<file path="config.mk">
export PLATFORM = sky130hd
export DESIGN_NAME = bit_serializer
export DESIGN_NICKNAME = d
export VERILOG_FILES = /design/src/rtl/bit_serializer.sv
export SDC_FILE = /design/constraint.sdc
export NUM_CORES = 1
export LEC_CHECK = 0
export CORE_MARGIN = 2
export CORE_UTILIZATION = 38
export DETAILED_ROUTE_END_ITERATION = 8
export GPL_TIMING_DRIVEN = 0
export HOLD_SLACK_MARGIN = 0.15
export SLEW_MARGIN = 20
export SYNTH_ARGS = -nofsm -noshare
export SYNTH_HDL_FRONTEND = slang
export SYNTH_SLANG_ARGS = --single-unit
</file>
<file path="constraint.sdc">
create_clock -name clk -period 1.5 [get_ports clk]
set_input_delay 0.15 -clock clk [delete_from_list [all_inputs] [get_ports clk]]
set_output_delay 0.15 -clock clk [all_outputs]
set_load 0.1 [all_outputs]
</file>
<file path="src/rtl/bit_serializer.sv">
// Purpose : parallel-to-serial front end, WIDTH-bit words shifted out MSB-first,
//           one bit per clock, optional trailing odd-parity bit.
// Latency : word accepted at edge N -> MSB on serial_out in cycle N+1;
//           WIDTH cycles per word (WIDTH+1 with parity), no gap back-to-back.
// Backpressure: in_ready is high only in IDLE and in the final bit cycle of a
//           word; in_valid while in_ready=0 is ignored and must be held.
//
// Ports:
//   clk, rst        single clock, synchronous active-high reset
//   in_data/in_valid/in_ready  word input handshake (accept = valid && ready)
//   serial_out      registered serial bit (feeds the downstream 101 checker)
//   bit_valid       registered, serial_out carries a data or parity bit
//   word_done       registered one-cycle pulse on the final bit of a word
//
// Optional feature: define BIT_SERIALIZER_PARITY_EN to append an odd-parity
// bit after every word (adds the PARITY state).

module bit_serializer #(
  parameter int WIDTH = 8
) (
  input  logic             clk,
  input  logic             rst,
  input  logic [WIDTH-1:0] in_data,
  input  logic             in_valid,
  output logic             in_ready,
  output logic             serial_out,
  output logic             bit_valid,
  output logic             word_done
);

  localparam int            CW       = (WIDTH > 1) ? $clog2(WIDTH) : 1;
  localparam logic [CW-1:0] CNT_LAST = CW'(WIDTH - 1);
  localparam logic [CW-1:0] CNT_ONE  = CW'(1);

  typedef enum logic [1:0] {
    IDLE   = 2'd0,
    SHIFT  = 2'd1,
    PARITY = 2'd2
  } state_t;

  state_t           state_q, state_d;
  logic [WIDTH-1:0] shreg_q, shreg_d;
  logic [CW-1:0]    cnt_q, cnt_d;
  logic             serial_out_q, serial_out_d;
  logic             bit_valid_q, bit_valid_d;
  logic             word_done_q, word_done_d;
  logic             accept;
`ifdef BIT_SERIALIZER_PARITY_EN
  // Running XOR of the data bits already sent for the current word.
  logic             par_q, par_d;
`endif

  // ---------------------------------------------------------------------------
  // State register
  // ---------------------------------------------------------------------------
  always_ff @(posedge clk) begin
    if (rst) begin
      state_q      <= IDLE;
      shreg_q      <= '0;
      cnt_q        <= '0;
      serial_out_q <= 1'b0;
      bit_valid_q  <= 1'b0;
      word_done_q  <= 1'b0;
`ifdef BIT_SERIALIZER_PARITY_EN
      par_q        <= 1'b0;
`endif
    end else begin
      state_q      <= state_d;
      shreg_q      <= shreg_d;
      cnt_q        <= cnt_d;
      serial_out_q <= serial_out_d;
      bit_valid_q  <= bit_valid_d;
      word_done_q  <= word_done_d;
`ifdef BIT_SERIALIZER_PARITY_EN
      par_q        <= par_d;
`endif
    end
  end

  // ---------------------------------------------------------------------------
  // Handshake: in_ready depends on the current state only, so it never
  // depends on in_valid and the accept path has no combinational loop.
  // ---------------------------------------------------------------------------
  always_comb begin
    in_ready = 1'b0;
    case (state_q)
      IDLE:   in_ready = 1'b1;
`ifdef BIT_SERIALIZER_PARITY_EN
      SHIFT:  in_ready = 1'b0;
      PARITY: in_ready = 1'b1;
`else
      // Without parity the last data bit is the acceptance point, which is
      // what keeps back-to-back words gapless.
      SHIFT:  in_ready = (cnt_q == '0);
`endif
      default: in_ready = 1'b0;
    endcase
  end

  assign accept = in_valid && in_ready;

  // ---------------------------------------------------------------------------
  // Next-state logic
  // ---------------------------------------------------------------------------
  always_comb begin
    state_d = state_q;
    shreg_d = shreg_q;
    cnt_d   = cnt_q;
`ifdef BIT_SERIALIZER_PARITY_EN
    par_d   = par_q;
`endif
    case (state_q)
      IDLE: begin
        if (accept) begin
          state_d = SHIFT;
          shreg_d = in_data;
          cnt_d   = CNT_LAST;
`ifdef BIT_SERIALIZER_PARITY_EN
          par_d   = 1'b0;
`endif
        end
      end

      SHIFT: begin
`ifdef BIT_SERIALIZER_PARITY_EN
        par_d = par_q ^ shreg_q[WIDTH-1];
`endif
        if (cnt_q != '0) begin
          shreg_d = shreg_q << 1;
          cnt_d   = cnt_q - CNT_ONE;
        end else begin
`ifdef BIT_SERIALIZER_PARITY_EN
          state_d = PARITY;
`else
          if (accept) begin
            state_d = SHIFT;
            shreg_d = in_data;
            cnt_d   = CNT_LAST;
          end else begin
            state_d = IDLE;
          end
`endif
        end
      end

`ifdef BIT_SERIALIZER_PARITY_EN
      PARITY: begin
        if (accept) begin
          state_d = SHIFT;
          shreg_d = in_data;
          cnt_d   = CNT_LAST;
          par_d   = 1'b0;
        end else begin
          state_d = IDLE;
        end
      end
`endif

      default: state_d = IDLE;
    endcase
  end

  // ---------------------------------------------------------------------------
  // Output logic: the serial outputs are registered, so their next values are
  // decoded from the next state; the flops then show the bit that belongs to
  // the state being entered.
  // ---------------------------------------------------------------------------
  always_comb begin
    serial_out_d = 1'b0;
    bit_valid_d  = 1'b0;
    word_done_d  = 1'b0;
    case (state_d)
      SHIFT: begin
        serial_out_d = shreg_d[WIDTH-1];
        bit_valid_d  = 1'b1;
`ifdef BIT_SERIALIZER_PARITY_EN
        word_done_d  = 1'b0;
`else
        word_done_d  = (cnt_d == '0);
`endif
      end
`ifdef BIT_SERIALIZER_PARITY_EN
      PARITY: begin
        // par_d is the XOR of all WIDTH data bits here; inverting it makes
        // the total count of ones across data + parity odd.
        serial_out_d = ~par_d;
        bit_valid_d  = 1'b1;
        word_done_d  = 1'b1;
      end
`endif
      default: begin
        serial_out_d = 1'b0;
        bit_valid_d  = 1'b0;
        word_done_d  = 1'b0;
      end
    endcase
  end

  assign serial_out = serial_out_q;
  assign bit_valid  = bit_valid_q;
  assign word_done  = word_done_q;

endmodule
</file>
==> impl_metrics.json, run 1 <==
{
  "status": "finished with violations",
  "violations": "setup timing",
  "syn_area_um2": 808.3,
  "grt_usage": 0.1423,
  "core_area_mm2": 0.001982,
  "async_flop_share": 0,
  "finalPower_mw": 0.9523,
  "drt_iter0_markers": 8,
  "syn_inst": 76,
  "wirelength_um": 1642,
  "period_share": 1.080,
  "clock_skew_ns": 0.001820,
  "power_leakage_nw": 0.4372,
  "root_buffer": "clkbuf_4",
  "top_level_ports": 15,
  "postRouteAntennaNets": 0,
  "area_growth_pct": 41.49,
  "synth_ff_type": "dfxtp_1",
  "syn_nets": 89,
  "overflow": 0,
  "wl_per_cell_um": 12.83,
  "drv_cap": 0,
  "cts_buffers": 3,
  "peakVddDrop_v": 0.0006450,
  "switching_share": 0.2855,
  "drc": 0,
  "ys_seq_area_frac": 0.3963,
  "p_seq_frac": 0.494,
  "crit_required_ns": 1.35,
  "clockPowerShare": 0.230,
  "cts_hold_buf": 0,
  "crit_path_end_kind": "output port",
  "grt_pass1_vias": 593,
  "gp_congestion": 0.7149,
  "drt_first_pass_iters": 4,
  "drive_gt1_frac": 0.3960,
  "rows": 16,
  "final_common_cell": "dfxtp_1",
  "synth_edf_count": 0,
  "rsz0062_at_grt": "true",
  "die_x_um": 50.12,
  "num_antenna_cells": 0,
  "power_density_mw_per_mm2": 832.8,
  "slew_headroom": 0.6390,
  "worstSetupPathType": "reg -> out",
  "post-route-util": 0.5770,
  "post_drt_via_cell_ratio": 5.008,
  "crit_fanout": 3,
  "grt_max_degree": 11,
  "htreeDepth": 1,
  "antenna_found_initial": 0,
  "clk_latency_ns": 0.27,
  "yosys_warnings": 0,
  "p_comb_frac": 0.276,
  "syn_avg_cell_area_um2": 10.64,
  "drv_slew": 0,
  "path_clk_slew_ns": 0.09,
  "worstMarginPinSlew_ns": 0.5440,
  "numPortBuffers": 13,
  "cts_buffer_depth": 2,
  "holdCritPathClass": "in -> reg",
  "cp-start-kind": "flip-flop",
  "setup_viol": 8,
  "min_period_ns": 1.620,
  "dieHeight_um": 50.12,
  "die_area_mm2": 0.002512,
  "p_switching_mw": 0.2719,
  "final_cell_mix": "dfxtp_1, clkdlybuf4s50_1, buf_4",
  "finalHoldViolCount": 0,
  "arrival_ns": 1.47,
  "cts_tree": "done",
  "grt_pass1_wl_um": 2732,
  "dp_hpwl_um": 1088,
  "start_util": 0.4078,
  "fin_ws_ns": -0.1197,
  "cts_num_sinks": 16,
  "dp_slack_ns": -0.9487,
  "fmax_mhz": 617.4,
  "p_int_mw": 0.6805,
  "nets": 116,
  "ys_ff_latch": 16,
  "synthDistinctLibCells": 30,
  "routed-via-count": 641
}
## synthesized netlist by cell type, types with 2 or more instances
master | n | area, µm²
nor2b_1 | 5 | 31.28
nor3_1 | 5 | 25.02
a221oi_2 | 2 | 30.03
mux2i_1 | 5 | 50.05
inv_1 | 5 | 18.77
ha_1 | 2 | 25.02
buf_6 | 3 | 33.78
a21oi_1 | 4 | 20.02
a2111oi_2 | 4 | 60.06
dfxtp_1 | 16 | 320.3
nand2_1 | 3 | 11.26
nor2_1 | 3 | 11.26
nand2b_1 | 2 | 12.51
## sequential cells by signal (all words and copies together) (netlist names)
register,flops
bit_valid,1
state_q,2
shreg_q,8
word_done,1
cnt_q,3
serial_out,1
## layer usage
metal	vias up	wire length, µm	global-route usage
met2	16	775	0.2303
met1	296	770	0.1862
met4	0	14	0.04167
li1	327	-	-
met3	2	81	0.03333
met5	-	0	0
## worst max-delay path, stage by stage (launching register included)
cell and delay (ns):
dfxtp_2 0.33, inv_2 0.07, ha_4 0.13, ha_4 0.12, and2b_2 0.23, nor2_4 0.12
buf_12 0.18
## path summary, 6_finish.rpt
check	startpoint	endpoint	slack, ns	depth (start not counted)
worst max-delay path	cnt_q[0]	in_ready	-0.12	6
worst min-delay path	in_valid	shreg_q[5]	0.28	3
worst max register to register	cnt_q[0]	shreg_q[2]	-0.10	7
worst min register to register	shreg_q[7]	serial_out	0.51	2
## metrics by stage
stage / hold WS, ns / std cells / TNS (ns) / area, µm²
floorplan: 0.2189 / 76 / -1.357 / 834.6
global placement: 0.4560 / 116 / -1.325 / 998.5
CTS: 0.2730 / 124 / -0.4996 / 1081
global route: 0.3019 / 128 / -1.337 / 1144
detailed placement: 0.4546 / 116 / -1.390 / 998.5
finish: 0.2781 / 128 / -0.5156 / 1144
## layout make-up
class | instances | area [µm²]
plain buffers | 3 | 27.53
clock buffers | 3 | 22.52
fillers | 173 | 838.3
inverters | 5 | 18.77
multi-input cells | 51 | 496.7
flip-flops and latches | 16 | 321.6
well taps | 27 | 33.78
repair buffers | 23 | 222.7
## logic make-up after synthesis
group,after synthesis,synth area share
adder cells (fa/ha/maj),2,0.03095
multiplexers,5,0.06192
buffers and inverters,9,0.07120
AND/OR/NAND/NOR,25,0.1997
other,1,0.004640
flip-flops,16,0.3963
AO/OA/AOI/OAI,18,0.2353
## power groups by stage
| stage | logic, mW | registers [mW] | clock network (mW) |
|---|---|---|---|
| 2_1_floorplan | 0.150 | 0.491 | 0 |
| 3_3_place_gp | 0.216 | 0.481 | 0 |
| 3_5_place_dp | 0.219 | 0.482 | 0 |
| 4_1_cts | 0.243 | 0.471 | 0.228 |
| 5_1_grt | 0.286 | 0.476 | 0.247 |
| 6_report | 0.263 | 0.471 | 0.219 |
## repair_timing
action	in CTS	in global routing
setup buffers	6	4
gates cloned	0	0
pin swaps	4	4
resized for setup	19	4
setup endpoints to repair	9	12
(Power assumes the default switching activity.)
==> run 2, diff against run 1 <==
Settings changed: ABC_AREA set to 1, CELL_PAD_IN_SITES_DETAIL_PLACEMENT set to 1, CELL_PAD_IN_SITES_GLOBAL_PLACEMENT set to 2, CORE_ASPECT_RATIO set to 1.75, CORE_UTILIZATION 38 to 25, PLACE_DENSITY_LB_ADDON set to 0.1.
==> impl_metrics.json, run 2 <==
{
  "status": "finished clean",
  "grt_pass1_vias": 885,
  "wirelength_um": 2448,
  "finalHoldViolCount": 0,
  "min_period_ns": 1.496,
  "drc": 0,
  "clock_skew_ns": 0.004966,
  "crit_path_end": "in_ready",
  "place_area_mm2": 0.001036,
  "crit_start": "cnt_q[1]",
  "htreeDepth": 1,
  "root_buffer": "clkbuf_8",
  "die_area_mm2": 0.003888,
  "grt_pass1_wl_um": 4202,
  "area_growth_pct": 40.18,
  "async_flop_share": 0,
  "p_switching_mw": 0.3509,
  "num-fill-cells": 417,
  "final_cell_mix": "nand2_1, nor2_1, dfxtp_1",
  "dieHeight_um": 81,
  "clk_latency_ns": 0.26,
  "clockPowerShare": 0.351,
  "die_x_um": 48,
  "slew_headroom": 0.6363,
  "cp-start-kind": "flip-flop",
  "synthDistinctLibCells": 25,
  "drive_gt1_frac": 0.2746,
  "syn_nets": 132,
  "syn_inst": 119,
  "start_util": 0.2545,
  "numPortBuffers": 13,
  "worstMarginPinSlew_ns": 0.5481,
  "core_area_mm2": 0.003328,
  "yosys_warnings": 0,
  "drt_first_pass_iters": 3,
  "largest_reg_flops": 8,
  "num_antenna_cells": 0,
  "drt_iter0_markers": 9,
  "cts_buffers": 3,
  "final_area_mm2": 0.001187,
  "grt_usage": 0.1573,
  "p_int_mw": 0.8004,
  "cts_tree": "done",
  "holdCritPathClass": "in -> reg",
  "power_density_mw_per_mm2": 969.6,
  "period_share": 0.9976,
  "cts_buffer_depth": 2,
  "p_comb_frac": 0.246,
  "ys_seq_area_frac": 0.3781,
  "top_regs": "shreg_q: 8 flops, cnt_q: 3 flops, state_q: 2 flops",
  "routed-via-count": 803,
  "cts_num_sinks": 16,
  "p_seq_frac": 0.404,
  "netlist.area_leader.share": 0.3781,
  "overflow": 0,
  "power_leakage_nw": 0.5088,
  "final_common_cell": "nand2_1",
  "post-route-util": 0.3568,
  "worst-r2r-cell-count": 11,
  "arrival_ns": 1.35,
  "postRouteAntennaNets": 0,
  "peakVddDrop_v": 0.0005972,
  "dp.cells": 177,
  "setup_viol": 0,
  "path_clk_slew_ns": 0.07,
  "synth_ff_type": "dfxtp_1",
  "nets": 156,
  "syn_avg_cell_area_um2": 7.118,
  "cts_hold_buf": 0,
  "final_cells": 187,
  "wl_per_cell_um": 13.09,
  "reg2reg_to": "word_done",
  "crit_fanout": 3,
  "ys_top_cells_by_area": "dfxtp_1, nand2_1, nor2_1",
  "worstSetupPathType": "reg -> out",
  "synth_edf_count": 0,
  "rsz0062_at_grt": "true",
  "switching_share": 0.3048,
  "rows": 28,
  "largest_register": "shreg_q",
  "crit_required_ns": 1.35,
  "synth_top_area_cell": "dfxtp_1",
  "grt_max_degree": 11,
  "r2r_setup_slack_ns": 0.05,
  "crit_path_end_kind": "output port",
  "yosysMostFrequentCell": "nand2_1",
  "yosys-top-cells-count": "nand2_1, nor2_1, dfxtp_1",
  "antenna_found_initial": 0,
  "r2r-start": "cnt_q[1]",
  "syn_area_um2": 847.1,
  "gp_congestion": 0.7296,
  "post_drt_via_cell_ratio": 4.294,
  "fmax_mhz": 668.3,
  "dp_hpwl_um": 1745,
  "ys_ff_latch": 16,
  "min_path_cells": 5,
  "drv_cap": 0,
  "top_level_ports": 15,
  "drv_slew": 0
}
## run 2: cell types whose count changed after synthesis, moves of 5 or more
cell,before,now
nor2_1,3,19
mux2i_1,5,0
nor3_1,5,0
inv_1,5,10
nand2_1,3,31
nor2b_1,5,0
## run 2: critical path, cell delays in order (launching register included)
cell and delay (ns):
dfxtp_2 0.34, inv_2 0.05, ha_4 0.16, ha_4 0.15, inv_4 0.05, nand2_4 0.05, nand2_4 0.08, inv_4 0.05
buf_12 0.15
## run 2: routing by layer
metal	global-route usage	part of all wire
met1	0.1727	0.40
met2	0.2787	0.56
met3	0.02000	0.023
met4	0.07297	0.023
met5	0	0
## run 2: power by group through the flow
stage	registers [mW]	logic, mW	clock network [mW]
6_report	0.465	0.283	0.404
5_1_grt	0.468	0.317	0.431
4_1_cts	0.464	0.281	0.412
3_5_place_dp	0.473	0.237	0
3_3_place_gp	0.471	0.233	0
2_1_floorplan	0.490	0.148	0
## run 2: area by class of cell
type | instances | area [µm²] | share of cell area
plain buffers | 3 | 21.27 | 0.01791
clock buffers | 4 | 55.05 | 0.04636
inverters | 16 | 77.57 | 0.06533
multi-input cells | 84 | 465.4 | 0.3920
flip-flops and latches | 16 | 322.8 | 0.2719
well taps | 45 | 56.30 | 0.04742
repair buffers | 19 | 188.9 | 0.1591
## run 2: per-stage QoR
stage / worst slack (ns) / hold WS, ns / total power, mW / setup TNS (ns)
floorplan: 0.01470 / 0.2191 / 0.6375 / 0
global placement: -0.8232 / 0.4720 / 0.7042 / -1.044
detailed placement: -0.8259 / 0.4827 / 0.7102 / -1.157
CTS: -0.01447 / 0.3919 / 1.158 / -0.01447
global route: -0.06537 / 0.4355 / 1.216 / -0.2495
finish: 0.003637 / 0.3727 / 1.151 / 0
## run 2: timing repair
item                                    in CTS  in global routing
hold endpoints to repair                     0                  0
pin swaps                                    1                  3
buffers inserted                             4                  2
resized for setup                           28                  1
endpoints found under the setup margin      10                  9
## run 2: cells by family after synthesis
kind of cell | Yosys count | synth area share
AOI/OAI and AO/OA | 17 | 0.1093
other | 1 | 0.004427
buffers and inverters | 19 | 0.1078
and+or+nand+nor | 64 | 0.3708
DFF | 16 | 0.3781
adders and majority gates | 2 | 0.02954
## run 2: worst min path at each step
stage	from	endpoint	slack, ns
2_1_floorplan	rst	cnt_q[2]	0.22
3_3_place_gp	shreg_q[0]	shreg_q[0]	0.47
3_5_place_dp	shreg_q[0]	shreg_q[0]	0.48
4_1_cts	in_valid	shreg_q[6]	0.39
5_1_grt	in_valid	shreg_q[6]	0.44
6_report	in_valid	shreg_q[6]	0.37
